<file path="config.mk">
export PLATFORM = sky130hd
export DESIGN_NAME = trace_byte_streamer
export DESIGN_NICKNAME = d
export VERILOG_FILES = /design/src/rtl/trace_byte_streamer.sv
export SDC_FILE = /design/constraint.sdc
export NUM_CORES = 1
export LEC_CHECK = 0
export CAP_MARGIN = 30
export CORE_UTILIZATION = 66
export DETAILED_ROUTE_END_ITERATION = 12
export PLACE_DENSITY = 0.85
export SYNTH_ARGS = -nofsm -noshare
export SYNTH_HDL_FRONTEND = slang
export SYNTH_SLANG_ARGS = --single-unit
</file>
<file path="constraint.sdc">
create_clock -name i_clk -period 8.5 [get_ports i_clk]
set_input_delay 1.275 -clock i_clk [delete_from_list [all_inputs] [get_ports i_clk]]
set_output_delay 1.275 -clock i_clk [all_outputs]
set_load 0.005 [all_outputs]
</file>
<file path="src/rtl/trace_byte_streamer.sv">
// Buffers 36-bit trace words in a FIFO and serializes each into a 5-byte valid/ready stream.
// Optional TRACE_TRAP_MARK_EN: a rising i_trap edge enqueues a tagged entry that emits F0,00,00,00,00.
module trace_byte_streamer #(
   parameter int unsigned DEPTH_LOG2 = 4,
   parameter int unsigned CNT_W      = 16
) (
   input  logic                  i_clk,
   input  logic                  i_rst_n,
   input  logic                  i_trace_valid,
   input  logic [35:0]           i_trace_data,
   input  logic                  i_trap,
   input  logic                  i_clr,
   output logic                  o_byte_valid,
   output logic [7:0]            o_byte_data,
   input  logic                  i_byte_ready,
   output logic                  o_empty,
   output logic                  o_full,
   output logic [DEPTH_LOG2:0]   o_level,
   output logic                  o_overflow,
   output logic [CNT_W-1:0]      o_drop_cnt
);

   localparam int unsigned DEPTH = 1 << DEPTH_LOG2;
   localparam int unsigned LVL_W = DEPTH_LOG2 + 1;
`ifdef TRACE_TRAP_MARK_EN
   localparam int unsigned ENTRY_W = 37;
`else
   localparam int unsigned ENTRY_W = 36;
`endif

   typedef enum logic {S_IDLE, S_SEND} state_e;

   logic [ENTRY_W-1:0]    mem_q [DEPTH];
   logic [DEPTH_LOG2-1:0] wr_ptr_q, wr_ptr_d, rd_ptr_q, rd_ptr_d;
   logic [LVL_W-1:0]      level_q, level_d;
   logic                  empty_q, empty_d, full_q, full_d;
   state_e                state_q, state_d;
   logic [2:0]            idx_q, idx_d;
   logic [31:0]           shreg_q, shreg_d;
   logic                  byte_valid_q, byte_valid_d;
   logic [7:0]            byte_data_q, byte_data_d;
   logic                  overflow_q, overflow_d;
   logic [CNT_W-1:0]      drop_cnt_q, drop_cnt_d;

   logic                  push_req_c, push_c, pop_c, drop_c, xfer_c;
   logic [ENTRY_W-1:0]    push_data_c, head_c;
   logic [7:0]            head_byte0_c;
   logic [31:0]           head_rest_c;

   assign head_c = mem_q[rd_ptr_q];

`ifdef TRACE_TRAP_MARK_EN
   logic trap_prev_q, trap_pend_q, trap_pend_d, trap_want_c;

   // A trace word wins the write slot; the trap entry waits one edge in trap_pend_q.
   always_comb begin
      trap_want_c  = trap_pend_q | (i_trap & ~trap_prev_q);
      push_req_c   = i_trace_valid | trap_want_c;
      push_data_c  = i_trace_valid ? {1'b0, i_trace_data} : {1'b1, 36'd0};
      trap_pend_d  = trap_want_c & i_trace_valid;
      head_byte0_c = head_c[36] ? 8'hF0 : {4'hA, head_c[35:32]};
      head_rest_c  = head_c[36] ? 32'd0 : head_c[31:0];
   end

   always_ff @(posedge i_clk or negedge i_rst_n) begin
      if (!i_rst_n) begin
         trap_prev_q <= 1'b0;
         trap_pend_q <= 1'b0;
      end else begin
         trap_prev_q <= i_trap;
         trap_pend_q <= trap_pend_d;
      end
   end
`else
   logic unused_trap;
   assign unused_trap  = i_trap;
   assign push_req_c   = i_trace_valid;
   assign push_data_c  = i_trace_data;
   assign head_byte0_c = {4'hA, head_c[35:32]};
   assign head_rest_c  = head_c[31:0];
`endif

   // Serializer next-state and byte register; pops are issued from here.
   always_comb begin
      state_d      = state_q;
      idx_d        = idx_q;
      shreg_d      = shreg_q;
      byte_valid_d = byte_valid_q;
      byte_data_d  = byte_data_q;
      pop_c        = 1'b0;
      xfer_c       = byte_valid_q & i_byte_ready;
      case (state_q)
         S_IDLE: begin
            byte_valid_d = 1'b0;
            if (!empty_q) begin
               pop_c        = 1'b1;
               byte_valid_d = 1'b1;
               byte_data_d  = head_byte0_c;
               shreg_d      = head_rest_c;
               idx_d        = 3'd0;
               state_d      = S_SEND;
            end
         end
         S_SEND: begin
            if (xfer_c) begin
               if (idx_q != 3'd4) begin
                  idx_d       = idx_q + 3'd1;
                  byte_data_d = shreg_q[31:24];
                  shreg_d     = {shreg_q[23:0], 8'h00};
               end else if (!empty_q) begin
                  pop_c       = 1'b1;
                  byte_data_d = head_byte0_c;
                  shreg_d     = head_rest_c;
                  idx_d       = 3'd0;
               end else begin
                  byte_valid_d = 1'b0;
                  state_d      = S_IDLE;
               end
            end
         end
         default: state_d = S_IDLE;
      endcase
   end

   // FIFO bookkeeping and drop accounting; a full FIFO still accepts when a pop frees a slot.
   always_comb begin
      push_c     = push_req_c & (~full_q | pop_c);
      drop_c     = push_req_c & ~push_c;
      wr_ptr_d   = wr_ptr_q + DEPTH_LOG2'(push_c);
      rd_ptr_d   = rd_ptr_q + DEPTH_LOG2'(pop_c);
      level_d    = level_q + LVL_W'(push_c) - LVL_W'(pop_c);
      empty_d    = (level_d == '0);
      full_d     = (level_d == LVL_W'(DEPTH));
      overflow_d = overflow_q;
      drop_cnt_d = drop_cnt_q;
      if (i_clr) begin
         overflow_d = drop_c;
         drop_cnt_d = CNT_W'(drop_c);
      end else if (drop_c) begin
         overflow_d = 1'b1;
         if (drop_cnt_q != '1) drop_cnt_d = drop_cnt_q + CNT_W'(1);
      end
   end

   always_ff @(posedge i_clk) begin
      if (push_c) mem_q[wr_ptr_q] <= push_data_c;
   end

   always_ff @(posedge i_clk or negedge i_rst_n) begin
      if (!i_rst_n) begin
         wr_ptr_q     <= '0;
         rd_ptr_q     <= '0;
         level_q      <= '0;
         empty_q      <= 1'b1;
         full_q       <= 1'b0;
         state_q      <= S_IDLE;
         idx_q        <= 3'd0;
         shreg_q      <= '0;
         byte_valid_q <= 1'b0;
         byte_data_q  <= 8'h00;
         overflow_q   <= 1'b0;
         drop_cnt_q   <= '0;
      end else begin
         wr_ptr_q     <= wr_ptr_d;
         rd_ptr_q     <= rd_ptr_d;
         level_q      <= level_d;
         empty_q      <= empty_d;
         full_q       <= full_d;
         state_q      <= state_d;
         idx_q        <= idx_d;
         shreg_q      <= shreg_d;
         byte_valid_q <= byte_valid_d;
         byte_data_q  <= byte_data_d;
         overflow_q   <= overflow_d;
         drop_cnt_q   <= drop_cnt_d;
      end
   end

   assign o_byte_valid = byte_valid_q;
   assign o_byte_data  = byte_data_q;
   assign o_empty      = empty_q;
   assign o_full       = full_q;
   assign o_level      = level_q;
   assign o_overflow   = overflow_q;
   assign o_drop_cnt   = drop_cnt_q;

endmodule

</file>
[After elaboration in Yosys (flattened, before gate mapping)]
Memory sizes are Yosys's and may differ from the RTL's.
Cells that the tools add are included.
Storage, ports and cells
  memories: 1
  ROM bits: 0
  logic and storage cells: 67
  latch bits: 0
  register bits: 77
  RAM bits: 576
Operators by class
  multiplexer cells: 30
  reduce and logical (&&, ||, !) cells: 5
  $lt $le $gt $ge: 0
  multiply operators: 0
  div/mod/pow operators: 0
  $add $sub $neg: 6
  bitwise operators: 7
  shift operators: 0
  equality and inequality tests: 6
Memories
  mem_q: words 16, width 36, read ports 1, clocked after Yosys merged registers in 0, wr ports 1, line 33  | logic [ENTRY_W-1:0] mem_q [DEPTH];
Operators with widths (number)
  32-bit two-way mux: 3
  32-bit case mux with 2 select lines: 1
  16-bit two-way mux: 3
  8-bit two-way mux: 3
  16-bit by 1-bit adder with 16-bit output (second input constant): 1
  16-bit != test (second input constant): 1
  8-bit case mux with 2 select lines: 1
  1-bit two-way mux: 12
  3-bit two-way mux: 3
  4-bit by 1-bit adder with 4-bit output: 2
  1-bit case mux with 2 select lines: 3
  3-bit case mux with 2 select lines: 1
  5-bit by 1-bit adder with 5-bit output: 1
  5-bit == test (second input constant): 1
  5-bit zero test: 1
  5-bit by 1-bit subtractor with 5-bit output: 1
  2-bit != test (second input constant): 2
  2-bit nonzero test: 2
  3-bit by 1-bit adder with 3-bit output (second input constant): 1
  1-bit bitwise AND: 3
  3-bit != test (second input constant): 1
  1-bit inverter: 3
  3-bit AND reduction: 1
  2-bit by 1-bit != test with 1-bit output (second input constant): 1
  other kinds (2): 2

[Depth between registers and ports, before layout]
  depth after elaboration: 10
  gate-level depth with buffers: 17
  gate-level depth less buffers: 16

[Worst setup path after synthesis]
Ideal clock, no wire load.
  path type: input to register
  start point: input i_byte_ready
  end point: memory mem_q[6][0], enable pin
  arrival: 4581 ps
  setup time: 474 ps
  stages: 6
  path buffers: 1
  path slack: 3445 ps
  path through: nand4_1 > a21o_1 > buf_4 > a21boi_4 > nand3_1 > nor3_1
Between the ends
  longest elaborated chain between the ends: 7
RTL lines
  start, declared: line 15  | input logic i_byte_ready,
  1-bit bitwise AND: line 91  | xfer_c = byte_valid_q & i_byte_ready;
  1-bit two-way mux: line 105  | if (xfer_c) begin
  1-bit case mux with 2 select lines: line 92  | case (state_q)
  1-bit bitwise OR: line 127  | push_c = push_req_c & (~full_q | pop_c);
  1-bit bitwise AND: line 127
  1-bit two-way mux: line 146  | if (push_c) mem_q[wr_ptr_q] <= push_data_c;
  1-bit two-way mux (not written as such): line 146
  end, declared: line 33
Every way passes these cells.

[Final worst setup path]
  start point: input i_byte_ready
  end point: memory mem_q[15][3], enable pin
The elaborated chain is that of the path after synthesis.

==> reports/results.tsv <==
metric	value	unit
outcome	complete, no violations	
CP max FO	20	
overall power	0.007300	W
clk root buf	clkbuf_16	
die width	198.1	µm
Yosys top cell by area	edfxtp_1	
Max Cap Viol	0	
Tcrit/Tclk final	48.10	%
Power Density	254.0	nW/µm²
first-pass GRT wire length	84750	µm
Final HPWL DP	30160	µm
I/O Pins	75	
worst hold slack	0.5270	ns
Synth area leaders	edfxtp_1, mux4_2, dfrtp_1	
Reg2Reg Launch Point	idx_q[0]	
Syn Nets	1320	
FP Rows	71	
slowest CP cell	nor2_4	
PortBufs	73	
min cycle time layout	4.089	ns
Final Hold Viols	0	
Post-Route Skew	0.01314	ns
post-synth cell types	57	
relative slew slack	37.51	%
DRC	0	
Max IR drop VDD	188.9	µV
Skew-Pair Late Insertion Delay	0.61	ns
Worst Tran Pin Value	0.9374	ns
setup slack, reg-to-reg	4.89	ns
CTS Buf Count	59	
drt total wl	57280	µm
postcts setup bufs	0	
CP Cell Sequence	clkdlybuf4s50_1, nand4_1, a21o_1, a21boi_4, nand3_1, nor2_4, buf_4	
DR vias	13288	
Hold-fix buffers, CTS	0	
RSZ-0062 raised after global routing	no	
global placer's final weighted congestion	0.7919	
vias per inst	6.906	
WP buf/inv	2	
Synth async-reset ratio	11.79	%
critical path data required time	8.76	ns
Die Height	198.1	µm
nets@finish	1417	
Leak	9.674	nW
Final WS setup	4.411	ns
Mapped Cells	1265	
post-cts sizing count	0	
synth warn	0	
Hold Path Class	flop to flop	
largest net degree at the start of global routing	117	
core area	37760	µm²
critical path arrival	4.34	ns
Layout Area Growth over Synthesis	13.28	%
synthesized area	25370	µm²
commonest non-fill, non-tap cell in the layout	edfxtp_1	
dominant synthesized flop cell	edfxtp_1	
top cell type's share of synthesized area	68.18	%
CP Launch Point	i_byte_ready	
CP Capture Type	flop	
fin. max-slew vios	0	
vias in the first global route	13825	
die area	39220	µm²
CP Launch Type	input pin	
crit path kind	input pin to flop	
Fmax	244.6	MHz
Syn Area/Cell	20.05	µm²
#FFs+latches synth	653	
Place WS	3.876	ns
layout cell share with drive strength beyond 1	19.33	%
clock transition at the registers of the reported paths	0.06	ns
TNS Setup	0	ns
Starting Density	67.19	%
global route overflow	0	
sequential share of the synthesized area	75.78	%
number of enable flip-flop cells after synthesis	576	
Detail Route Antenna Nets	0	
slowest stage delay, CP	0.70	ns
DRT Pass-1 Iters	5	
delay-heaviest family, CP	simple AND/OR/NAND/NOR gates	
gr usage total	30.29	%
H-Tree Level Count	2	
CTS Sinks	653	
TritonCTS clock tree	built	
most frequent cells in the layout	edfxtp_1, mux4_2, mux2i_1	
DR iter-0 viols	1495	
Clock Path Buffers	3	
Worst Hold Launch	idx_q[2]	
Avg WL per Cell	29.77	µm
Final Setup Violations	0	
antenna violations before repair	2	
-- metal layers --
layer / global-route usage (%) / share of wire [%]
met1: 39.98 / 36
met2: 49.84 / 50
met3: 5.365 / 9.0
met4: 14.21 / 4.5
met5: 0 / 0.023
-- cell usage after synthesis (all sizes together) (6+ instances only) --
| master | count |
|---|---|
| nand2 | 35 |
| a22oi | 51 |
| edfxtp | 576 |
| nand4 | 11 |
| mux2i | 85 |
| nor2 | 29 |
| clkbuf | 25 |
| ha | 12 |
| o221ai | 30 |
| dfrtp | 76 |
| buf | 42 |
| mux2 | 8 |
| xnor2 | 9 |
| nand2b | 6 |
| nor3 | 7 |
| inv | 13 |
| nor2b | 14 |
| nand3 | 13 |
| mux4 | 119 |
| o21ai | 30 |
| a21oi | 17 |
-- cell type report --
| cell class | count | area, µm² |
|---|---|---|
| clock inverter | 27 | 232.7 |
| multi-input combinational | 531 | 5838 |
| antenna | 1 | 2.502 |
| timing repair buffer | 103 | 1001 |
| tap | 511 | 639.4 |
| inverter | 14 | 53.80 |
| sequential | 653 | 19240 |
| fill | 1891 | 9017 |
| clock buffer | 84 | 1733 |
-- flip-flops by register name (all words and copies together), names as in the netlist --
signal	count
idx_q	3
mem_q	576
o_byte_data	8
o_byte_valid	1
o_drop_cnt	16
o_empty	1
o_full	1
o_level	5
o_overflow	1
rd_ptr_q	4
shreg_q	32
state_q	1
wr_ptr_q	4
-- final timing paths --
path	endpoint	depth (start not counted)
worst max-delay path	mem_q[15][3]	7
worst min-delay path	idx_q[2]	1
worst max register to register	mem_q[15][3]	8
worst min register to register	idx_q[2]	1
max in group asynchronous	o_empty	2
min in group asynchronous	o_level[0]	1
-- cells by family after synthesis --
logic type      share of synthesized area [%]
simple gates                            2.831
fa+ha+maj                              0.6708
buf+inv                                 1.657
flops                                   75.78
compound gates                          4.340
xor+xnor                               0.4143
mux                                     14.30
-- stage by stage --
step           std cells  area (µm²)  utilization, %
2_1_floorplan       1265       25370               -
4_1_cts             1922       28720           76.07
3_5_place_dp        1811       26750           70.86
5_1_grt             1924       28740           76.12
3_3_place_gp        1809       26710           70.75
6_report            1924       28740           76.12
-- report_power, final --
group / internal, W / switching (W) / total [W]
sequential: 0.00384 / 0.000119 / 0.00396
clock: 0.00153 / 0.00112 / 0.00265
combinational: 0.000235 / 0.000451 / 0.000686
(Power assumes the default switching activity.)
